$ cat config.mk
export PLATFORM = sky130hd
export DESIGN_NAME = alu_seq
export DESIGN_NICKNAME = d
export VERILOG_FILES = /design/src/rtl/alu_seq.sv
export SDC_FILE = /design/constraint.sdc
export NUM_CORES = 2
export LEC_CHECK = 0
export CAP_MARGIN = 20
export CELL_PAD_IN_SITES_DETAIL_PLACEMENT = 0
export CELL_PAD_IN_SITES_GLOBAL_PLACEMENT = 1
export CORE_MARGIN = 1.5
export CORE_UTILIZATION = 40
export CTS_CLUSTER_DIAMETER = 150
export DETAILED_ROUTE_END_ITERATION = 8
export PLACE_DENSITY = 0.74
export SLEW_MARGIN = 40
export SYNTH_ARGS = -nofsm -noshare
export SYNTH_HDL_FRONTEND = slang
export SYNTH_SLANG_ARGS = --single-unit
$ cat constraint.sdc
create_clock -name clk -period 14.5 [get_ports clk]
set_clock_uncertainty 0.1 [all_clocks]
set_input_delay 2.9 -clock clk [delete_from_list [all_inputs] [get_ports clk]]
set_output_delay 2.9 -clock clk [all_outputs]
set_load 0.1 [all_outputs]
$ cat src/rtl/alu_seq.sv
// rtl/alu_seq.sv - handshaked ALU with iterative mul/div; optional SIMD lanes under ALU_SIMD_EN
module alu_seq #(
  parameter int WIDTH = 32,
  parameter int CNT_W = $clog2(WIDTH) + 1
) (
  input  logic             clk,
  input  logic             rst_n,
  input  logic             in_valid,
  output logic             in_ready,
  input  logic [WIDTH-1:0] a,
  input  logic [WIDTH-1:0] b,
  input  logic [3:0]       alu_control,
  output logic             out_valid,
  input  logic             out_ready,
  output logic [WIDTH-1:0] result,
  output logic [3:0]       alu_flags,
  output logic             busy
);

  typedef enum logic [1:0] {
    S_IDLE = 2'd0,
    S_CALC = 2'd1,
    S_DONE = 2'd2
  } state_t;

  localparam logic [3:0]       OP_MUL   = 4'b0010;
  localparam logic [3:0]       OP_DIV   = 4'b0011;
  localparam logic [WIDTH-1:0] W_VAL    = WIDTH'(WIDTH);
  localparam logic [CNT_W-1:0] CNT_LAST = CNT_W'(WIDTH - 1);

  state_t             state_q, state_d;
  logic [WIDTH-1:0]   a_q, a_d;
  logic [WIDTH-1:0]   b_q, b_d;
  logic [3:0]         op_q, op_d;
  logic [CNT_W-1:0]   cnt_q, cnt_d;
  logic [WIDTH-1:0]   hi_q, hi_d;
  logic [WIDTH-1:0]   lo_q, lo_d;
  logic [WIDTH-1:0]   result_q, result_d;
  logic [3:0]         flags_q, flags_d;

  logic               accept;

  // Single-cycle datapath, evaluated on the live inputs at the accept edge
  logic [WIDTH:0]     add_sum;
  logic [WIDTH-1:0]   sub_diff;
  logic [WIDTH-1:0]   rot_amt;
  logic [WIDTH-1:0]   sc_res;
  logic               sc_n;
  logic               sc_c;
  logic               sc_v;
  logic               is_iter;

`ifdef ALU_SIMD_EN
  logic [8:0]         lane_sum;
  logic [15:0]        lane_prod;
`endif

  // Iterative datapath: one shift-add or restoring-divide step per CALC cycle
  logic [WIDTH:0]     mul_sum;
  logic [WIDTH:0]     div_shift;
  logic               div_ge;
  logic [WIDTH-1:0]   div_sub;
  logic [WIDTH-1:0]   it_hi;
  logic [WIDTH-1:0]   it_lo;
  logic [WIDTH-1:0]   it_res;
  logic               it_v;

  assign accept    = in_valid && in_ready;
  assign in_ready  = (state_q == S_IDLE) || ((state_q == S_DONE) && out_ready);
  assign out_valid = (state_q == S_DONE);
  assign busy      = (state_q == S_CALC);
  assign result    = result_q;
  assign alu_flags = flags_q;
  assign is_iter   = (alu_control == OP_MUL) || (alu_control == OP_DIV);

  // Single-cycle op result and flags from the presented operands
  always_comb begin
    add_sum  = {1'b0, a} + {1'b0, b};
    sub_diff = a - b;
    rot_amt  = b % W_VAL;
    sc_res   = '0;
    sc_c     = 1'b0;
    sc_v     = 1'b0;
`ifdef ALU_SIMD_EN
    lane_sum  = '0;
    lane_prod = '0;
`endif
    case (alu_control)
      4'b0000: begin
        sc_res = add_sum[WIDTH-1:0];
        sc_c   = add_sum[WIDTH];
        sc_v   = (a[WIDTH-1] == b[WIDTH-1]) && (add_sum[WIDTH-1] != a[WIDTH-1]);
      end
      4'b0001: begin
        sc_res = sub_diff;
        sc_c   = (a < b);
        sc_v   = (a[WIDTH-1] != b[WIDTH-1]) && (sub_diff[WIDTH-1] != a[WIDTH-1]);
      end
      4'b0100: sc_res = a | b;
      4'b0101: sc_res = a & b;
      4'b0110: sc_res = ~a;
      4'b0111: sc_res = ~(a | b);
      4'b1000: sc_res = ~(a & b);
      4'b1001: sc_res = a ^ b;
      4'b1010: sc_res = ~(a ^ b);
      4'b1011: begin
        // Oversized shift counts saturate to a full sign fill
        if (b >= W_VAL) begin
          sc_res = {WIDTH{a[WIDTH-1]}};
        end else begin
          sc_res = $signed(a) >>> b;
        end
      end
      // A zero rotate makes the complementary shift equal WIDTH, which yields 0
      4'b1100: sc_res = (a << rot_amt) | (a >> (W_VAL - rot_amt));
      4'b1101: sc_res = (a >> rot_amt) | (a << (W_VAL - rot_amt));
`ifdef ALU_SIMD_EN
      4'b1110: begin
        for (int i = 0; i < WIDTH / 8; i++) begin
          lane_sum = {1'b0, a[8*i +: 8]} + {1'b0, b[8*i +: 8]};
          sc_res[8*i +: 8] = lane_sum[7:0];
          sc_c = sc_c | lane_sum[8];
        end
        sc_v = sc_c;
      end
      4'b1111: begin
        for (int i = 0; i < WIDTH / 8; i++) begin
          lane_prod = {8'b0, a[8*i +: 8]} * {8'b0, b[8*i +: 8]};
          sc_res[8*i +: 8] = lane_prod[7:0];
          sc_v = sc_v | (|lane_prod[15:8]);
        end
      end
`endif
      default: sc_res = '0;
    endcase

    sc_n = sc_res[WIDTH-1];
`ifdef ALU_SIMD_EN
    // Packed ops report a negative flag if any lane's top bit is set
    if (alu_control == 4'b1110 || alu_control == 4'b1111) begin
      sc_n = 1'b0;
      for (int i = 0; i < WIDTH / 8; i++) begin
        sc_n = sc_n | sc_res[8*i + 7];
      end
    end
`endif
  end

  // One iteration step; hi/lo hold {product} for mul and {remainder, dividend/quotient} for div
  always_comb begin
    mul_sum   = {1'b0, hi_q} + (lo_q[0] ? {1'b0, a_q} : '0);
    div_shift = {hi_q, lo_q[WIDTH-1]};
    div_ge    = (div_shift >= {1'b0, b_q});
    div_sub   = div_shift[WIDTH-1:0] - b_q;
    it_hi     = '0;
    it_lo     = '0;
    it_res    = '0;
    it_v      = 1'b0;
    if (op_q == OP_MUL) begin
      it_hi  = mul_sum[WIDTH:1];
      it_lo  = {mul_sum[0], lo_q[WIDTH-1:1]};
      it_res = it_lo;
      it_v   = |it_hi;
    end else begin
      it_hi  = div_ge ? div_sub : div_shift[WIDTH-1:0];
      it_lo  = {lo_q[WIDTH-2:0], div_ge};
      // Divide by zero still runs the full iteration count, then reports all ones
      it_res = (b_q == '0) ? '1 : it_lo;
      it_v   = (b_q == '0);
    end
  end

  // Next-state and register updates for the IDLE/CALC/DONE controller
  always_comb begin
    state_d  = state_q;
    a_d      = a_q;
    b_d      = b_q;
    op_d     = op_q;
    cnt_d    = cnt_q;
    hi_d     = hi_q;
    lo_d     = lo_q;
    result_d = result_q;
    flags_d  = flags_q;

    case (state_q)
      S_IDLE, S_DONE: begin
        if (accept) begin
          a_d  = a;
          b_d  = b;
          op_d = alu_control;
          if (is_iter) begin
            state_d = S_CALC;
            cnt_d   = '0;
            hi_d    = '0;
            lo_d    = (alu_control == OP_MUL) ? b : a;
          end else begin
            state_d  = S_DONE;
            result_d = sc_res;
            flags_d  = {sc_n, (sc_res == '0), sc_c, sc_v};
          end
        end else if (state_q == S_DONE && out_ready) begin
          state_d = S_IDLE;
        end
      end
      S_CALC: begin
        hi_d  = it_hi;
        lo_d  = it_lo;
        cnt_d = cnt_q + CNT_W'(1);
        if (cnt_q == CNT_LAST) begin
          state_d  = S_DONE;
          cnt_d    = '0;
          result_d = it_res;
          flags_d  = {it_res[WIDTH-1], (it_res == '0), 1'b0, it_v};
        end
      end
      default: state_d = S_IDLE;
    endcase
  end

  // State and datapath registers with synchronous active-low reset
  always_ff @(posedge clk) begin
    if (!rst_n) begin
      state_q  <= S_IDLE;
      a_q      <= '0;
      b_q      <= '0;
      op_q     <= '0;
      cnt_q    <= '0;
      hi_q     <= '0;
      lo_q     <= '0;
      result_q <= '0;
      flags_q  <= '0;
    end else begin
      state_q  <= state_d;
      a_q      <= a_d;
      b_q      <= b_d;
      op_q     <= op_d;
      cnt_q    <= cnt_d;
      hi_q     <= hi_d;
      lo_q     <= lo_d;
      result_q <= result_d;
      flags_q  <= flags_d;
    end
  end

endmodule

==> results.tsv <==
stage	metric	value	unit
cells_and_area	final_core_utilization	43.75	%
clock_tree	cts_buffers	17	
clock_tree	post-cts-setup-buffers	0	
place	placement.cell_area	0.02947	mm2
critical_path	worstPathMaxFanout	66	
cells_and_area	final_cell_mix	nand2_1 (480), nor2_1 (366), a21oi_1 (317)	
worst_hold_path	hp-start	a_q[26]$_SDFFE_PN0P_	
outcome	status	finished, final reports clean	
critical_path	cp-startpoint	b[1]	
sta	rsz0062_at_grt	false	
synthesis	synthCells	3778	
power_and_ir_drop	ir_drop	98.50	uV
global_route	grt_remaining_overflow	0	
synthesis	ys_seq_area_share	12.56	%
clock_tree	cts-root-buf	clkbuf_16	
clock_tree	cts_buffer_depth	2	
critical_path	crit_arrival	9310	ps
place	port_buffers	110	
global_route	groute.usage.overall	42.37	%
global_route	antenna_found_initial	16	
sta	period_minus_slack	9002	ps
critical_path	critPathMaxStageDelay	670	ps
route	via_per_inst	7.040	
route	ant_nets	0	
cells_and_area	fin_nets	3919	
sta	slew_viol_final	0	
synthesis	synthFlopType	dfxtp_1	
critical_path	critPathLaunchType	primary input	
floorplan	die_w	267.1	um
clock_tree	clock_latency	470	ps
run	cap_viol_max_count	0	
sta	worst_pin_slew	959.4	ps
global_route	grt_pass1_vias	29810	
floorplan	core_area	0.06883	mm2
synthesis	ys_types	107	
worst_hold_path	holdCritPathClass	flop to flop	
synthesis	synth_edf_count	0	
route	drc	0	
floorplan	start_util	40.53	%
cells_and_area	final_cell_area	0.03011	mm2
cells_and_area	layout_commonest_cell	nand2_1	
power_and_ir_drop	leakagePower	11.57	nW
cells_and_area	syn2layout_area_growth	7.939	%
sta	timing.final.hold_violations	0	
critical_path	cp.required	14800	ps
floorplan	fp-row-count	96	
route	drt-total-wl	154900	um
clock_tree	cts_tree	built	
critical_path	cp_slowest_cell	buf_4	
place	gp_congestion	1.108	
critical_path	end_kind	flop	
synthesis	synthArstFlopShare	0	%
route	vias	32600	
global_route	grt_pass1_wl	219600	um
sta	max_slew_margin	35.45	%
clock_tree	cts_hold_buf	0	
synthesis	synth_nets	4017	
synthesis	netlist_area	0.02790	mm2
synthesis	ys_warn_count	0	
synthesis	ys_ff_latch	175	
route	drt_iter0_markers	5385	
route	wl_per_cell	33.45	um
cells_and_area	layout-drive-gt1-share	13.30	%
critical_path	critical_path_class	primary input to flop	
floorplan	ioPinCount	111	
worst_hold_path	worstHoldPathCells	2	
floorplan	dieHeight	267.1	um
critical_path	ff2ff_path_depth	16	
clock_tree	clk_pin_slew	80	ps
global_route	grt_max_degree	76	
clock_tree	cts-resized-gates	0	
clock_tree	cts_max_level	4	
sta	timing.final.crit_share	62.08	%
sta	fmax	111.1	MHz
sta	setup_tns	0	ps
sta	setup-violations-final	0	
floorplan	die-area	0.07133	mm2
clock_tree	cts.sinks	175	
critical_path	rr_startpoint	lo_q[0]$_SDFFE_PN0P_	
place	dp_hpwl	109000	um
critical_path	cp_cell_sequence	buf_4 -> inv_2 -> ha_2 -> buf_4 -> inv_2 -> mux4_2 -> a222oi_1 -> o21ai_0 -> a221oi_1 -> o2111ai_1 -> a2111oi_0 -> nand4_1 -> nor4_1 -> nand4_1 -> nand2_1	
power_and_ir_drop	power_density	71.74	mW/mm2
route	dr.pass1.iters	8	
synthesis	synth_area_per_cell	7.384	um2
## flip-flops by register name, indices dropped and copies added, names as in the netlist
signal	cells
hi_q	32
result	32
b_q	32
alu_flags	3
lo_q	32
cnt_q	6
op_q	4
a_q	32
state_q	2
## layer usage
metal / part of all wire, % / vias to the layer above / global-route usage [%]
met4: 7.8 / 10 / 27.24
met3: 13 / 590 / 13.47
met5: 0.046 / - / 0
met2: 41 / 2384 / 60.93
met1: 39 / 15640 / 54.36
li1: - / 13980 / -
## critical path, delay by kind of cell
family | cells | cell delay, ps
buffers and inverters | 4 | 2270
AOI/OAI and AO/OA | 5 | 1830
and+or+nand+nor | 4 | 1150
muxes | 1 | 600
adders and majority gates | 1 | 500
## area by class of cell
class                      count  area [um2]
multi-input combinational   3097       22420
antenna                        6       15.01
timing repair buffer         238        1859
fill                        7211       38720
clock buffer                  17       425.4
sequential                   175        3503
inverter                     151       571.8
clock inverter                15       151.4
tap                          931        1165
## through the flow
stage | hold WS, ps | worst slack, ps | std cells | total power [mW]
2_1_floorplan | 331.7 | 6825 | 3778 | 1.249
6_report | 349.9 | 5498 | 4630 | 2.160
3_5_place_dp | 342.0 | 5417 | 4592 | 1.644
5_1_grt | 368.2 | 5477 | 4624 | 2.222
3_3_place_gp | 337.9 | 5448 | 4590 | 1.657
4_1_cts | 352.7 | 5885 | 4624 | 2.109
## where the power goes
| group | internal, mW | total [mW] | switching, mW | leakage [nW] |
|---|---|---|---|---|
| Sequential | 0.505 | 0.524 | 0.0192 | 1.43 |
| Combinational | 0.365 | 1.17 | 0.804 | 9.87 |
| Clock | 0.228 | 0.467 | 0.239 | 0.270 |
| Total | 1.10 | 2.16 | 1.06 | 11.6 |
## kinds of logic after synthesis
kind of cell    share of synthesized area, %
xor+xnor                               2.131
flops                                  12.56
mux                                    19.37
fa+ha+maj                              7.598
simple gates                           21.68
compound gates                         28.94
buf+inv                                7.724
## worst paths after layout
kind / end / slack (ps)
hold reg to reg: a_q[26]$_SDFFE_PN0P_ / 350
setup / recovery: alu_flags[2]$_SDFFE_PN0P_ / 5500
hold / removal: a_q[26]$_SDFFE_PN0P_ / 350
setup reg to reg: alu_flags[0]$_SDFFE_PN0P_ / 9370
## cell usage after synthesis (50+ instances only)
master | count | area, um2
a311oi_1 | 50 | 437.9
and2_1 | 53 | 331.6
nand2_1 | 483 | 1813
ha_1 | 163 | 2039
inv_1 | 146 | 548.0
a21oi_1 | 318 | 1592
dfxtp_1 | 175 | 3503
nand3_1 | 70 | 350.3
mux4_2 | 134 | 3018
mux2_2 | 58 | 653.1
o21ai_0 | 190 | 950.9
nor3_1 | 86 | 430.4
clkbuf_1 | 257 | 964.7
o211ai_1 | 51 | 382.9
mux2i_1 | 173 | 1732
nor2_1 | 367 | 1378
a211oi_1 | 84 | 630.6
(Power assumes the default switching activity.)
